**config.mk**
```make
export PLATFORM = sky130hd
export DESIGN_NAME = sample_rx_fifo
export DESIGN_NICKNAME = d
export VERILOG_FILES = /design/src/rtl/sample_rx_fifo_pkg.sv /design/src/rtl/sample_rx_fifo_mem.sv /design/src/rtl/sample_rx_fifo.sv
export SDC_FILE = /design/constraint.sdc
export NUM_CORES = 1
export LEC_CHECK = 0
export ABC_AREA = 1
export CAP_MARGIN = 40
export CORE_MARGIN = 5
export CORE_UTILIZATION = 30
export CTS_CLUSTER_SIZE = 30
export DETAILED_ROUTE_END_ITERATION = 12
export PLACE_DENSITY = 0.47
export SLEW_MARGIN = 15
export SYNTH_ARGS = -nofsm -noshare
export SYNTH_HDL_FRONTEND = slang
export SYNTH_SLANG_ARGS = --single-unit
```
**constraint.sdc**
```tcl
create_clock -name clk -period 4.9 [get_ports clk]
set_input_delay 0.98 -clock clk [delete_from_list [all_inputs] [get_ports clk]]
set_output_delay 0.98 -clock clk [all_outputs]
set_load 0.03 [all_outputs]
```
**src/rtl/sample_rx_fifo_pkg.sv**
```systemverilog
// Shared DSP constants for the receive sample path; the upstream filter uses
// the same sample width so both ends of the link agree on the data format.
package sample_rx_fifo_pkg;

  localparam int SAMPLE_WIDTH   = 16;
  localparam int FIFO_DEPTH     = 8;
  localparam int DROP_CNT_WIDTH = 16;

  // Per-cycle buffer operation, encoded as {push, pop}
  typedef enum logic [1:0] {
    OP_IDLE = 2'b00,
    OP_POP  = 2'b01,
    OP_PUSH = 2'b10,
    OP_BOTH = 2'b11
  } fifo_op_e;

endpackage

```
**src/rtl/sample_rx_fifo_mem.sv**
```systemverilog
// Sample storage: DEPTH x DATA_WIDTH, one synchronous write port and one
// asynchronous read port. Contents are deliberately left unreset.
module sample_mem
  import sample_rx_fifo_pkg::*;
#(
  parameter int DATA_WIDTH = SAMPLE_WIDTH,
  parameter int DEPTH      = FIFO_DEPTH,
  localparam int AW        = $clog2(DEPTH)
) (
  input  logic                  clk,
  input  logic                  i_wr_en,
  input  logic [AW-1:0]         i_wr_addr,
  input  logic [DATA_WIDTH-1:0] i_wr_data,
  input  logic [AW-1:0]         i_rd_addr,
  output logic [DATA_WIDTH-1:0] o_rd_data
);

  logic [DATA_WIDTH-1:0] r_mem [DEPTH];

  // Synchronous write port
  always_ff @(posedge clk) begin
    if (i_wr_en) begin
      r_mem[i_wr_addr] <= i_wr_data;
    end
  end

  assign o_rd_data = r_mem[i_rd_addr];

endmodule

```
**src/rtl/sample_rx_fifo.sv**
```systemverilog
// Receive-side sample buffer: first-word fall-through FIFO with no upstream
// backpressure; samples arriving while full are dropped and counted.
module sample_rx_fifo
  import sample_rx_fifo_pkg::*;
#(
  parameter int DATA_WIDTH = SAMPLE_WIDTH,
  parameter int DEPTH      = FIFO_DEPTH,
  parameter int CNT_WIDTH  = DROP_CNT_WIDTH
) (
  input  logic                     clk,
  input  logic                     rst_n,
  input  logic [DATA_WIDTH-1:0]    in_sample,
  input  logic                     in_valid,
  output logic [DATA_WIDTH-1:0]    m_data,
  output logic                     m_valid,
  input  logic                     m_ready,
  output logic [$clog2(DEPTH):0]   level,
  output logic                     overflow,
  output logic [CNT_WIDTH-1:0]     drop_count,
  input  logic                     clr_overflow
);

  localparam int AW = $clog2(DEPTH);
  localparam int LW = AW + 1;

  logic [AW-1:0]         r_wr_ptr;
  logic [AW-1:0]         r_rd_ptr;
  logic [LW-1:0]         r_level;
  logic                  r_valid;
  logic                  r_overflow;
  logic [CNT_WIDTH-1:0]  r_drop_count;

  logic                  w_full;
  logic                  w_pop;
  logic                  w_push;
  logic                  w_drop;
  fifo_op_e              w_op;
  logic [LW-1:0]         w_level_nxt;
  logic                  w_ovf_nxt;
  logic [CNT_WIDTH-1:0]  w_cnt_nxt;
  logic [DATA_WIDTH-1:0] w_rd_data;

  sample_mem #(
    .DATA_WIDTH (DATA_WIDTH),
    .DEPTH      (DEPTH)
  ) u_mem (
    .clk        (clk),
    .i_wr_en    (w_push),
    .i_wr_addr  (r_wr_ptr),
    .i_wr_data  (in_sample),
    .i_rd_addr  (r_rd_ptr),
    .o_rd_data  (w_rd_data)
  );

  // Handshake decode and next-state for level and drop bookkeeping
  always_comb begin
    w_full      = (r_level == LW'(DEPTH));
    w_pop       = r_valid & m_ready;
    w_push      = in_valid & (~w_full | w_pop);
    w_drop      = in_valid & w_full & ~w_pop;
    w_op        = fifo_op_e'({w_push, w_pop});
    w_level_nxt = r_level;
    w_ovf_nxt   = r_overflow;
    w_cnt_nxt   = r_drop_count;

    case (w_op)
      OP_PUSH: w_level_nxt = r_level + LW'(1);
      OP_POP:  w_level_nxt = r_level - LW'(1);
      OP_BOTH: w_level_nxt = r_level;
      OP_IDLE: w_level_nxt = r_level;
      default: w_level_nxt = r_level;
    endcase

    // A drop in the same cycle as a clear wins, so the new event is never lost
    if (w_drop) begin
      w_ovf_nxt = 1'b1;
      if (clr_overflow) begin
        w_cnt_nxt = CNT_WIDTH'(1);
      end else if (!(&r_drop_count)) begin
        w_cnt_nxt = r_drop_count + CNT_WIDTH'(1);
      end else begin
        w_cnt_nxt = r_drop_count;
      end
    end else if (clr_overflow) begin
      w_ovf_nxt = 1'b0;
      w_cnt_nxt = '0;
    end else begin
      w_ovf_nxt = r_overflow;
      w_cnt_nxt = r_drop_count;
    end
  end

  // Control state: pointers, level, valid flag, overflow and drop counter
  always_ff @(posedge clk or negedge rst_n) begin
    if (!rst_n) begin
      r_wr_ptr     <= '0;
      r_rd_ptr     <= '0;
      r_level      <= '0;
      r_valid      <= 1'b0;
      r_overflow   <= 1'b0;
      r_drop_count <= '0;
    end else begin
      if (w_push) begin
        r_wr_ptr <= r_wr_ptr + AW'(1);
      end
      if (w_pop) begin
        r_rd_ptr <= r_rd_ptr + AW'(1);
      end
      r_level      <= w_level_nxt;
      r_valid      <= (w_level_nxt != '0);
      r_overflow   <= w_ovf_nxt;
      r_drop_count <= w_cnt_nxt;
    end
  end

  // Unreset storage is masked so m_data reads zero whenever nothing is held
  assign m_data     = r_valid ? w_rd_data : '0;
  assign m_valid    = r_valid;
  assign level      = r_level;
  assign overflow   = r_overflow;
  assign drop_count = r_drop_count;

endmodule

```
* Word-level counts from Yosys, hierarchy flattened
Memories as Yosys holds them, arrays and structs flattened.
Index checks and enable logic that the tools add are counted.
** Operators by class
- $add $sub $neg :: 5
- Equality and inequality tests :: 5
- Muxes and demuxes :: 10
- Bitwise logic cells :: 7
- Reductions and logical operators :: 6
** Operators by type and width (number)
- $mux 16 :: 5
- $add 16x1->16 const B :: 1
- $reduce_and 16->1 :: 1
- $pmux 4 s3 :: 1
- $add 3x1->3 const B :: 2
- $add 4x1->4 const B :: 1
- $and 1x1->1 :: 4
- $eq 2x2->1 const B :: 2
- $eq 4x4->1 const B :: 1
- $mux 1 :: 4
- $reduce_bool 4->1 :: 1
- $sub 4x1->4 const B :: 1
- $eq 2x1->1 const B :: 1
- $logic_not 2->1 :: 1
- $ne 2x2->1 const B :: 1
- $not 1->1 :: 2
- $reduce_and 2->1 :: 1
- $reduce_bool 2->1 :: 1
- $reduce_or 2->1 :: 1
- $or 1x1->1 :: 1
** Storage, ports and cells
- Register bits after elaboration :: 28
- Bits in writable memories :: 128
- Bits of input ports :: 21
- Memories kept :: 1
** Memories
- u_mem.r_mem :: depth 8, bits a word 16, rd ports 1, clocked after memory_dff 0, write ports 1, RTL line sample_rx_fifo_mem.sv:18 : logic [DATA_WIDTH-1:0] r_mem [DEPTH];

* Depth between registers and ports, before layout
Gate-level depths: netlist of the first run.
- Depth in word-level cells :: 8
- Depth in mapped cells :: 15
- Gate-level depth less buffers :: 15

* Hierarchy
From an unflattened synthesis of the first run, not the netlist that was laid out.
** Second synthesis, totals
- Cells, all modules :: 837
- Area, all modules :: 7586.0 µm²
** Modules (own cells, without submodules)
- sample_mem :: times used 1, cells each 571, area an instance 5669.2 µm²
- sample_rx_fifo :: times used 1, cells each 266, area an instance 1916.8 µm²

* Least setup slack after synthesis of the first run
Ideal clock, no wire load.
- Path type :: input port to flip-flop
- Start point :: input port m_ready
- End point :: memory u_mem.r_mem[0][0] (netlist bit), enable pin
- Setup time :: 388 ps
- Data arrival time :: 2404 ps
- Data required time :: 4512 ps
- Slack :: 2108 ps
- Stages on the path :: 7
- Buffers on the path :: 0
- Cells stage by stage :: nand2_1 > inv_2 > nor2_4 > nor2_2 > inv_1 > or2_1 > nor2_1
** Between the ends
- Longest elaborated chain between the ends :: 5
** Ends and longest elaborated chain
- start, declared :: RTL line sample_rx_fifo.sv:16 : input logic m_ready,
- $and 1x1->1 :: RTL line sample_rx_fifo.sv:58 : w_pop = r_valid & m_ready;
- $or 1x1->1 :: RTL line sample_rx_fifo.sv:59 : w_push = in_valid & (~w_full | w_pop);
- $and 1x1->1 :: RTL line sample_rx_fifo.sv:59
- $mux 1 :: RTL line sample_rx_fifo_mem.sv:22 : if (i_wr_en) begin
- $mux 1 (implied by the code) :: RTL line sample_rx_fifo_mem.sv:23 : r_mem[i_wr_addr] <= i_wr_data;
- end, declared :: RTL line sample_rx_fifo_mem.sv:18
No other way between the ends.

* Worst setup path in the final report of the first run
- Start point :: register r_rd_ptr[0]
- End point :: output port m_data[8]
** Between the ends
- Longest elaborated chain between the ends :: 2
** Ends and longest elaborated chain
- start, declared :: RTL line sample_rx_fifo.sv:27 : logic [AW-1:0] r_rd_ptr;
- start signal, assigned :: RTL line sample_rx_fifo.sv:107 : r_rd_ptr <= r_rd_ptr + AW'(1);
- $mem_v2 8x16
- $mux 16 :: RTL line sample_rx_fifo.sv:117 : assign m_data = r_valid ? w_rd_data : '0;
- end, declared :: RTL line sample_rx_fifo.sv:14 : output logic [DATA_WIDTH-1:0] m_data,
No other way between the ends.

==> impl_metrics.xml, run 1 <==
<?xml version="1.0" encoding="UTF-8"?>
<metrics>
  <group name="run_status">
    <metric name="status" unit="">complete, no violations</metric>
  </group>
  <group name="critical_path">
    <metric name="crit_path_end_kind" unit="">output port</metric>
    <metric name="worstPathMaxFanout" unit="">65</metric>
    <metric name="worst-r2r-cell-count" unit="">8</metric>
    <metric name="data_arrival_time_of_the_critical_path" unit="ns">2.84</metric>
    <metric name="crit_required" unit="ns">3.92</metric>
    <metric name="startpoint_kind_of_the_worst_setup_timing_path" unit="">flip-flop</metric>
    <metric name="sequence_of_cells_on_the_critical_path" unit="">buf_4 &gt; nor2_1 &gt; o32ai_1 &gt; o21ai_0 &gt; nor2_1 &gt; clkdlybuf4s50_1</metric>
    <metric name="rrSetupSlack" unit="ns">1.89</metric>
    <metric name="max_stage_delay" unit="ns">0.68</metric>
    <metric name="worstReg2RegEnd" unit="">u_mem.r_mem[4][6]$_DFFE_PP_</metric>
    <metric name="critPathKind" unit="">reg2out</metric>
    <metric name="slowest_stage" unit="">sky130_fd_sc_hd__clkdlybuf4s50_1</metric>
    <metric name="timing.rr.start" unit="">m_valid$_DFF_PN0_</metric>
    <metric name="crit_path_frequent_cell" unit="">sky130_fd_sc_hd__nor2_1</metric>
  </group>
  <group name="die">
    <metric name="core_area" unit="um2">22500</metric>
    <metric name="placementRows" unit="">55</metric>
    <metric name="overall_die_area" unit="um2">25820</metric>
    <metric name="top_level_ports" unit="">59</metric>
    <metric name="die_width" unit="um">160.7</metric>
    <metric name="initial_utilization" unit="">0.3028</metric>
    <metric name="die_h" unit="um">160.7</metric>
  </group>
  <group name="sta">
    <metric name="fin_tns_setup" unit="ns">0</metric>
    <metric name="setup_viol_count_final" unit="">0</metric>
    <metric name="finalHoldViolCount" unit="">0</metric>
    <metric name="finalCritPeriodShare" unit="">0.7803</metric>
    <metric name="finalWorstPathRequiredPeriod" unit="ns">3.823</metric>
    <metric name="worst_hold_slack" unit="ns">0.4875</metric>
    <metric name="clock.fmax" unit="MHz">261.6</metric>
    <metric name="grt_setup_unrepaired" unit="">no</metric>
    <metric name="setup_slack" unit="ns">1.077</metric>
    <metric name="drv_slew" unit="">0</metric>
    <metric name="fin_worst_skew" unit="ns">0.007445</metric>
    <metric name="max_slew.worst_pin.slew" unit="ns">0.7619</metric>
    <metric name="slew-limit-headroom" unit="">0.4921</metric>
  </group>
  <group name="clocking">
    <metric name="post-cts-setup-buffers" unit="">0</metric>
    <metric name="clkSlewWorstSetupHoldPaths" unit="ns">0.06</metric>
    <metric name="maximum_clock_path_buffer_count" unit="">2</metric>
    <metric name="clk_latency" unit="ns">0.42</metric>
    <metric name="clock_tree_from_tritoncts" unit="">built</metric>
    <metric name="root_buffer" unit="">sky130_fd_sc_hd__clkbuf_16</metric>
    <metric name="cts-buffers-inserted" unit="">17</metric>
    <metric name="clock-sinks" unit="">156</metric>
    <metric name="cts_htree_levels" unit="">4</metric>
    <metric name="hold_buffers" unit="">0</metric>
    <metric name="ctsResizeCount" unit="">0</metric>
  </group>
  <group name="global_routing">
    <metric name="first_global_vias" unit="">4866</metric>
    <metric name="antenna_found_initial" unit="">0</metric>
    <metric name="globalRouteTotalUtil" unit="">0.1280</metric>
    <metric name="global_route.overflow_total" unit="">0</metric>
    <metric name="grt_pass1_wl" unit="um">25820</metric>
    <metric name="grt_start_max_net_pins" unit="">66</metric>
  </group>
  <group name="power">
    <metric name="cellLeakagePower" unit="uW">0.002980</metric>
    <metric name="ir_drop" unit="V">0.0002127</metric>
    <metric name="totalPowerFinal" unit="uW">4843</metric>
    <metric name="power_per_cell_area" unit="nW/um2">583.8</metric>
  </group>
  <group name="place">
    <metric name="io_buffers" unit="">58</metric>
    <metric name="routability_congestion_estimate_from_global_placement" unit="">0.8171</metric>
    <metric name="preCtsSetupSlack" unit="ns">1.276</metric>
    <metric name="place_hpwl" unit="um">10600</metric>
    <metric name="postPlaceCellArea" unit="um2">7720</metric>
  </group>
  <group name="logic_synthesis">
    <metric name="netlist-cell-type-count" unit="">36</metric>
    <metric name="postSynthRegisterBits" unit="">156</metric>
    <metric name="mapped_nets" unit="">641</metric>
    <metric name="synth_enable_flop_cells" unit="">128</metric>
    <metric name="synthCells" unit="">616</metric>
    <metric name="synthesis.area_per_instance" unit="um2">11.06</metric>
    <metric name="synth_seq_area_share" unit="">0.6670</metric>
    <metric name="synth.yosys.warnings" unit="">0</metric>
    <metric name="syn_area" unit="um2">6813</metric>
    <metric name="synth_top_flop_cell" unit="">sky130_fd_sc_hd__edfxtp_1</metric>
    <metric name="share_of_async_settable_or_async_resettable_flops_after_synthesis" unit="">0.1795</metric>
  </group>
  <group name="drt">
    <metric name="num_vias" unit="">4664</metric>
    <metric name="ant_nets" unit="">0</metric>
    <metric name="drc_errors" unit="">0</metric>
    <metric name="drt-wirelength-per-cell" unit="um">16.71</metric>
    <metric name="routed_wl" unit="um">16320</metric>
    <metric name="drtPass1Iterations" unit="">5</metric>
    <metric name="detail_route.iter0.violations" unit="">252</metric>
    <metric name="drt-vias-per-instance" unit="">4.774</metric>
  </group>
  <group name="finish">
    <metric name="postLayoutCellArea" unit="um2">8295</metric>
    <metric name="final_layout_size_suffix_gt1_frac" unit="">0.09827</metric>
    <metric name="area_delta_synth_final" unit="%">21.76</metric>
    <metric name="final_nets" unit="">704</metric>
    <metric name="n_antenna_cell" unit="">0</metric>
  </group>
  <group name="hold_path">
    <metric name="worst_hold_end" unit="">overflow$_DFFE_PN0P_</metric>
    <metric name="timing.hold.worst.start" unit="">overflow$_DFFE_PN0P_</metric>
    <metric name="holdCritPathClass" unit="">reg2reg</metric>
    <metric name="hold_path_depth" unit="">2</metric>
  </group>
  <group name="job">
    <metric name="maximum_capacitance_violations" unit="">0</metric>
  </group>
</metrics>
==> sequential cells by signal, summed over array words and instances (netlist names) <==
name / count
level: 4
r_rd_ptr: 3
u_mem.r_mem: 128
r_wr_ptr: 3
overflow: 1
m_valid: 1
drop_count: 16
==> final cells by class <==
cell class,count,area (um2)
Inverter,36,135.1
Clock inverter,13,142.6
Multi-Input combinational cell,395,1977
Timing Repair Buffer,73,705.7
Fill cell,2164,14210
Clock buffer,19,432.9
Tap cell,285,356.6
Sequential cell,156,4546
==> power breakdown <==
group,total (uW),internal [uW],switching [uW]
sequential,1710,1620,92.4
combinational,1840,645,1200
clock,1280,753,532
total,4840,3020,1820
==> worst max-delay path: cells and delay by family (launching register included) <==
kind	cells	cell delay, ns
buffers and inverters	2	1.21
flip-flops	1	0.36
AND/OR/NAND/NOR	2	0.26
AO/OA/AOI/OAI	2	0.57
==> cells in the mapped netlist, types with 2 or more instances <==
library cell                 n  share of area
sky130_fd_sc_hd__nor2_1    152          0.084
sky130_fd_sc_hd__edfxtp_1  128           0.56
sky130_fd_sc_hd__nand2_1    84          0.046
sky130_fd_sc_hd__o21ai_0    55          0.040
sky130_fd_sc_hd__o32ai_1    32          0.041
sky130_fd_sc_hd__inv_1      30          0.017
sky130_fd_sc_hd__dfrtp_1    28           0.10
sky130_fd_sc_hd__nand3_1    16          0.012
sky130_fd_sc_hd__clkbuf_1   11         0.0061
sky130_fd_sc_hd__nand4_1    11          0.010
sky130_fd_sc_hd__buf_2      10         0.0073
sky130_fd_sc_hd__xor2_1      9          0.012
sky130_fd_sc_hd__nor2_2      6         0.0055
sky130_fd_sc_hd__nor3_1      6         0.0044
sky130_fd_sc_hd__inv_2       5         0.0028
sky130_fd_sc_hd__o21ai_2     5         0.0064
sky130_fd_sc_hd__ha_1        4         0.0073
sky130_fd_sc_hd__buf_4       3         0.0033
sky130_fd_sc_hd__buf_1       2         0.0011
sky130_fd_sc_hd__nor2_4      2         0.0033
sky130_fd_sc_hd__o21ai_1     2         0.0015
==> metal layers <==
metal	vias up	global-route usage	routed length, um
met5	-	0	0
met4	0	0.03606	140
met3	9	0.03746	574
met2	77	0.2210	8235
met1	2296	0.1563	7372
li1	2282	-	-
==> placed cells by master, fill, tap and decap left out, types with 2 or more instances in the layout <==
| master | count |
|---|---|
| sky130_fd_sc_hd__o21ai_1 | 2 |
| sky130_fd_sc_hd__nor2_1 | 152 |
| sky130_fd_sc_hd__o32ai_1 | 32 |
| sky130_fd_sc_hd__buf_4 | 14 |
| sky130_fd_sc_hd__nand3_1 | 16 |
| sky130_fd_sc_hd__clkinv_4 | 3 |
| sky130_fd_sc_hd__nor3_1 | 6 |
| sky130_fd_sc_hd__clkbuf_1 | 2 |
| sky130_fd_sc_hd__dfrtp_1 | 27 |
| sky130_fd_sc_hd__xor2_1 | 9 |
| sky130_fd_sc_hd__inv_6 | 3 |
| sky130_fd_sc_hd__nand2_1 | 84 |
| sky130_fd_sc_hd__edfxtp_1 | 128 |
| sky130_fd_sc_hd__nor2_4 | 2 |
| sky130_fd_sc_hd__clkinvlp_4 | 3 |
| sky130_fd_sc_hd__nor2_2 | 6 |
| sky130_fd_sc_hd__nand4_1 | 11 |
| sky130_fd_sc_hd__inv_1 | 30 |
| sky130_fd_sc_hd__inv_2 | 5 |
| sky130_fd_sc_hd__o21ai_0 | 55 |
| sky130_fd_sc_hd__clkbuf_16 | 17 |
| sky130_fd_sc_hd__ha_1 | 4 |
| sky130_fd_sc_hd__clkinv_1 | 3 |
| sky130_fd_sc_hd__clkdlybuf4s50_1 | 58 |
| sky130_fd_sc_hd__o21ai_2 | 5 |
| sky130_fd_sc_hd__bufinv_16 | 2 |
==> per-stage QoR <==
stage | instances | util
after floorplan | 616 | -
after global placement | 944 | 0.3422
after detailed placement | 945 | 0.3431
after CTS | 977 | 0.3686
after global routing | 977 | 0.3686
final | 977 | 0.3686
==> kinds of logic after synthesis <==
logic type,share of synthesized area
simple gates,0.1763
buf+inv,0.04279
xor+xnor,0.01286
flops,0.6670
compound gates,0.09366
fa+ha+maj,0.007346
==> how the worst max path moves through the flow <==
stage / startpoint / to / slack, ns
3_5_place_dp: m_ready / u_mem.r_mem[4][3]$_DFFE_PP_ / 1.28
3_3_place_gp: r_rd_ptr[0]$_DFFE_PN0N_ / m_data[8] / 1.35
2_1_floorplan: m_ready / u_mem.r_mem[0][0]$_DFFE_PP_ / 2.11
6_report: r_rd_ptr[0]$_DFFE_PN0N_ / m_data[8] / 1.08
4_1_cts: r_rd_ptr[0]$_DFFE_PN0N_ / m_data[8] / 1.01
5_1_grt: r_rd_ptr[0]$_DFFE_PN0N_ / m_data[8] / 0.92
Note: power is estimated with default switching activity, not from simulation.
==> inputs of run 2 (changes only) <==
--- a/config.mk
+++ b/config.mk
@@ -11,7 +11,7 @@
 export CORE_UTILIZATION = 30
 export CTS_CLUSTER_SIZE = 30
 export DETAILED_ROUTE_END_ITERATION = 12
-export PLACE_DENSITY = 0.47
+export PLACE_DENSITY = 0.49
 export SLEW_MARGIN = 15
 export SYNTH_ARGS = -nofsm -noshare
 export SYNTH_HDL_FRONTEND = slang
==> constraint.sdc (replaced) <==
create_clock -name clk -period 3.18 [get_ports clk]
set_input_delay 0.636 -clock clk [delete_from_list [all_inputs] [get_ports clk]]
set_output_delay 0.636 -clock clk [all_outputs]
set_load 0.03 [all_outputs]
==> impl_metrics.xml, run 2 (synthesis results as in run 1) <==
<?xml version="1.0" encoding="UTF-8"?>
<metrics>
  <group name="finish">
    <metric name="largest-register" unit="">u_mem.r_mem</metric>
    <metric name="final_core_utilization" unit="">0.3686</metric>
    <metric name="mostFrequentLayoutCell" unit="">sky130_fd_sc_hd__nor2_1</metric>
    <metric name="n_antenna_cell" unit="">0</metric>
    <metric name="final_layout_size_suffix_gt1_frac" unit="">0.1268</metric>
    <metric name="max_reg_flops" unit="">128</metric>
    <metric name="area_delta_synth_final" unit="%">21.76</metric>
    <metric name="mostFrequentLayoutCells" unit="">sky130_fd_sc_hd__nor2_1 (152), sky130_fd_sc_hd__edfxtp_1 (128), sky130_fd_sc_hd__nand2_1 (84)</metric>
    <metric name="final_nets" unit="">706</metric>
    <metric name="layout.cells.non_filler" unit="">979</metric>
    <metric name="postLayoutCellArea" unit="um2">8295</metric>
  </group>
  <group name="critical_path">
    <metric name="startpoint" unit="">r_rd_ptr[1]$_DFFE_PN0N_</metric>
    <metric name="crit_path_end_kind" unit="">output port</metric>
    <metric name="worstPathMaxFanout" unit="">24</metric>
    <metric name="critical_path_buf_inv_count" unit="">2</metric>
    <metric name="startpoint_kind_of_the_worst_setup_timing_path" unit="">flip-flop</metric>
    <metric name="timing.rr.start" unit="">m_valid$_DFF_PN0_</metric>
    <metric name="worst-r2r-cell-count" unit="">9</metric>
    <metric name="cp_delay_by_family_top" unit="">flip-flops</metric>
    <metric name="critPathKind" unit="">reg2out</metric>
    <metric name="crit_required" unit="ns">2.54</metric>
    <metric name="max_stage_delay" unit="ns">0.79</metric>
    <metric name="timing.critical_path.depth" unit="">6</metric>
    <metric name="data_arrival_time_of_the_critical_path" unit="ns">2.25</metric>
    <metric name="sequence_of_cells_on_the_critical_path" unit="">buf_4 &gt; o21ai_0 &gt; o32ai_1 &gt; nor2_1 &gt; nor2_1 &gt; buf_4</metric>
    <metric name="slowest_stage" unit="">sky130_fd_sc_hd__dfrtp_1</metric>
  </group>
  <group name="global_routing">
    <metric name="antenna_found_initial" unit="">0</metric>
    <metric name="global_route.overflow_total" unit="">0</metric>
    <metric name="globalRouteTotalUtil" unit="">0.1259</metric>
    <metric name="grt_pass1_wl" unit="um">25700</metric>
    <metric name="first_global_vias" unit="">4834</metric>
    <metric name="grt_start_max_net_pins" unit="">53</metric>
  </group>
  <group name="hold_path">
    <metric name="timing.hold.worst.start" unit="">overflow$_DFFE_PN0P_</metric>
    <metric name="holdCritPathClass" unit="">reg2reg</metric>
    <metric name="hold_path_depth" unit="">2</metric>
  </group>
  <group name="sta">
    <metric name="finalWorstPathRequiredPeriod" unit="ns">2.888</metric>
    <metric name="fin_tns_setup" unit="ns">0</metric>
    <metric name="clock.fmax" unit="MHz">346.3</metric>
    <metric name="max_slew.worst_pin.slew" unit="ns">0.6933</metric>
    <metric name="fin_worst_skew" unit="ns">0.01561</metric>
    <metric name="drv_slew" unit="">0</metric>
    <metric name="finalHoldViolCount" unit="">0</metric>
    <metric name="grt_setup_unrepaired" unit="">no</metric>
    <metric name="setup_viol_count_final" unit="">0</metric>
    <metric name="slew-limit-headroom" unit="">0.5378</metric>
    <metric name="finalCritPeriodShare" unit="">0.9081</metric>
  </group>
  <group name="drt">
    <metric name="drc_errors" unit="">0</metric>
    <metric name="drt-vias-per-instance" unit="">4.804</metric>
    <metric name="num_vias" unit="">4703</metric>
    <metric name="ant_nets" unit="">0</metric>
    <metric name="detail_route.iter0.violations" unit="">242</metric>
    <metric name="drtPass1Iterations" unit="">5</metric>
    <metric name="drt-wirelength-per-cell" unit="um">16.39</metric>
    <metric name="routed_wl" unit="um">16050</metric>
  </group>
  <group name="clocking">
    <metric name="root_buffer" unit="">sky130_fd_sc_hd__clkbuf_16</metric>
    <metric name="cts-buffers-inserted" unit="">17</metric>
    <metric name="hold_buffers" unit="">0</metric>
    <metric name="cts_htree_levels" unit="">4</metric>
    <metric name="clk_latency" unit="ns">0.42</metric>
    <metric name="clock_tree_from_tritoncts" unit="">built</metric>
    <metric name="maximum_clock_path_buffer_count" unit="">2</metric>
    <metric name="clkSlewWorstSetupHoldPaths" unit="ns">0.06</metric>
    <metric name="ctsResizeCount" unit="">0</metric>
    <metric name="post-cts-setup-buffers" unit="">0</metric>
    <metric name="clock-sinks" unit="">156</metric>
  </group>
  <group name="place">
    <metric name="routability_congestion_estimate_from_global_placement" unit="">0.8450</metric>
    <metric name="place_hpwl" unit="um">10880</metric>
    <metric name="placed_instances" unit="">947</metric>
    <metric name="postPlaceCellArea" unit="um2">7732</metric>
    <metric name="io_buffers" unit="">58</metric>
  </group>
  <group name="run_status">
    <metric name="status" unit="">complete, no violations</metric>
  </group>
  <group name="die">
    <metric name="overall_die_area" unit="um2">25820</metric>
    <metric name="die_h" unit="um">160.7</metric>
    <metric name="initial_utilization" unit="">0.3028</metric>
    <metric name="placementRows" unit="">55</metric>
    <metric name="core_area" unit="um2">22500</metric>
    <metric name="die_width" unit="um">160.7</metric>
    <metric name="top_level_ports" unit="">59</metric>
  </group>
  <group name="power">
    <metric name="cellLeakagePower" unit="uW">0.003019</metric>
    <metric name="power_per_cell_area" unit="nW/um2">892.0</metric>
    <metric name="totalPowerFinal" unit="uW">7399</metric>
    <metric name="ir_drop" unit="V">0.0003521</metric>
  </group>
  <group name="job">
    <metric name="maximum_capacitance_violations" unit="">0</metric>
  </group>
</metrics>
[run 2: cell types whose count changed in the layout (fill, tap and decap cells not counted)]
cell,previous run,this run
sky130_fd_sc_hd__buf_12,1,4
sky130_fd_sc_hd__buf_4,14,29
sky130_fd_sc_hd__bufinv_16,2,1
sky130_fd_sc_hd__clkbuf_1,2,1
sky130_fd_sc_hd__clkdlybuf4s50_1,58,42
sky130_fd_sc_hd__clkinv_1,3,2
sky130_fd_sc_hd__clkinv_2,0,2
sky130_fd_sc_hd__clkinvlp_4,3,2
sky130_fd_sc_hd__inv_8,0,2
[run 2: worst paths after layout]
check / end / slack [ns]
max in group asynchronous: drop_count[0]$_DFFE_PN0P_ / 1.93
min in group asynchronous: m_valid$_DFF_PN0_ / 0.59
worst max-delay path: m_data[11] / 0.29
worst min-delay path: overflow$_DFFE_PN0P_ / 0.49
worst max register to register: u_mem.r_mem[6][14]$_DFFE_PP_ / 1.05
worst min register to register: overflow$_DFFE_PN0P_ / 0.49
[run 2: area by class of cell]
| type | instances | area, um2 |
|---|---|---|
| fillers | 2210 | 14210 |
| repair buffers | 75 | 718.2 |
| clock inverters | 14 | 133.9 |
| multi-input cells | 395 | 1977 |
| clock buffers | 18 | 429.2 |
| inverters | 36 | 135.1 |
| flip-flops and latches | 156 | 4546 |
| well taps | 285 | 356.6 |
[run 2: per-stage QoR]
step	setup WS [ns]	hold WS, ns
floorplan	0.7317	0.3404
global placement	0.4953	0.4748
detailed placement	0.4539	0.4716
CTS	0.2224	0.4906
global route	0.07554	0.5510
finish	0.2922	0.4866
[run 2: power breakdown]
part / internal, uW / switching [uW] / total (uW)
logic: 978 / 1830 / 2810
clock network: 1090 / 835 / 1930
registers: 2500 / 165 / 2660
[run 2: worst min-delay path, stage by stage (launching register included)]
cell and delay, ns:
sky130_fd_sc_hd__dfrtp_1 0.34, sky130_fd_sc_hd__nand2_1 0.05, sky130_fd_sc_hd__nand2_1 0.06
[run 2: per-layer routing]
metal	part of all wire	routed length, um	vias up	track usage
li1	-	-	2289	-
met1	0.46	7386	2294	0.1624
met2	0.48	7720	101	0.2074
met3	0.044	708	19	0.03362
met4	0.015	233	0	0.04033
met5	0	0	-	0
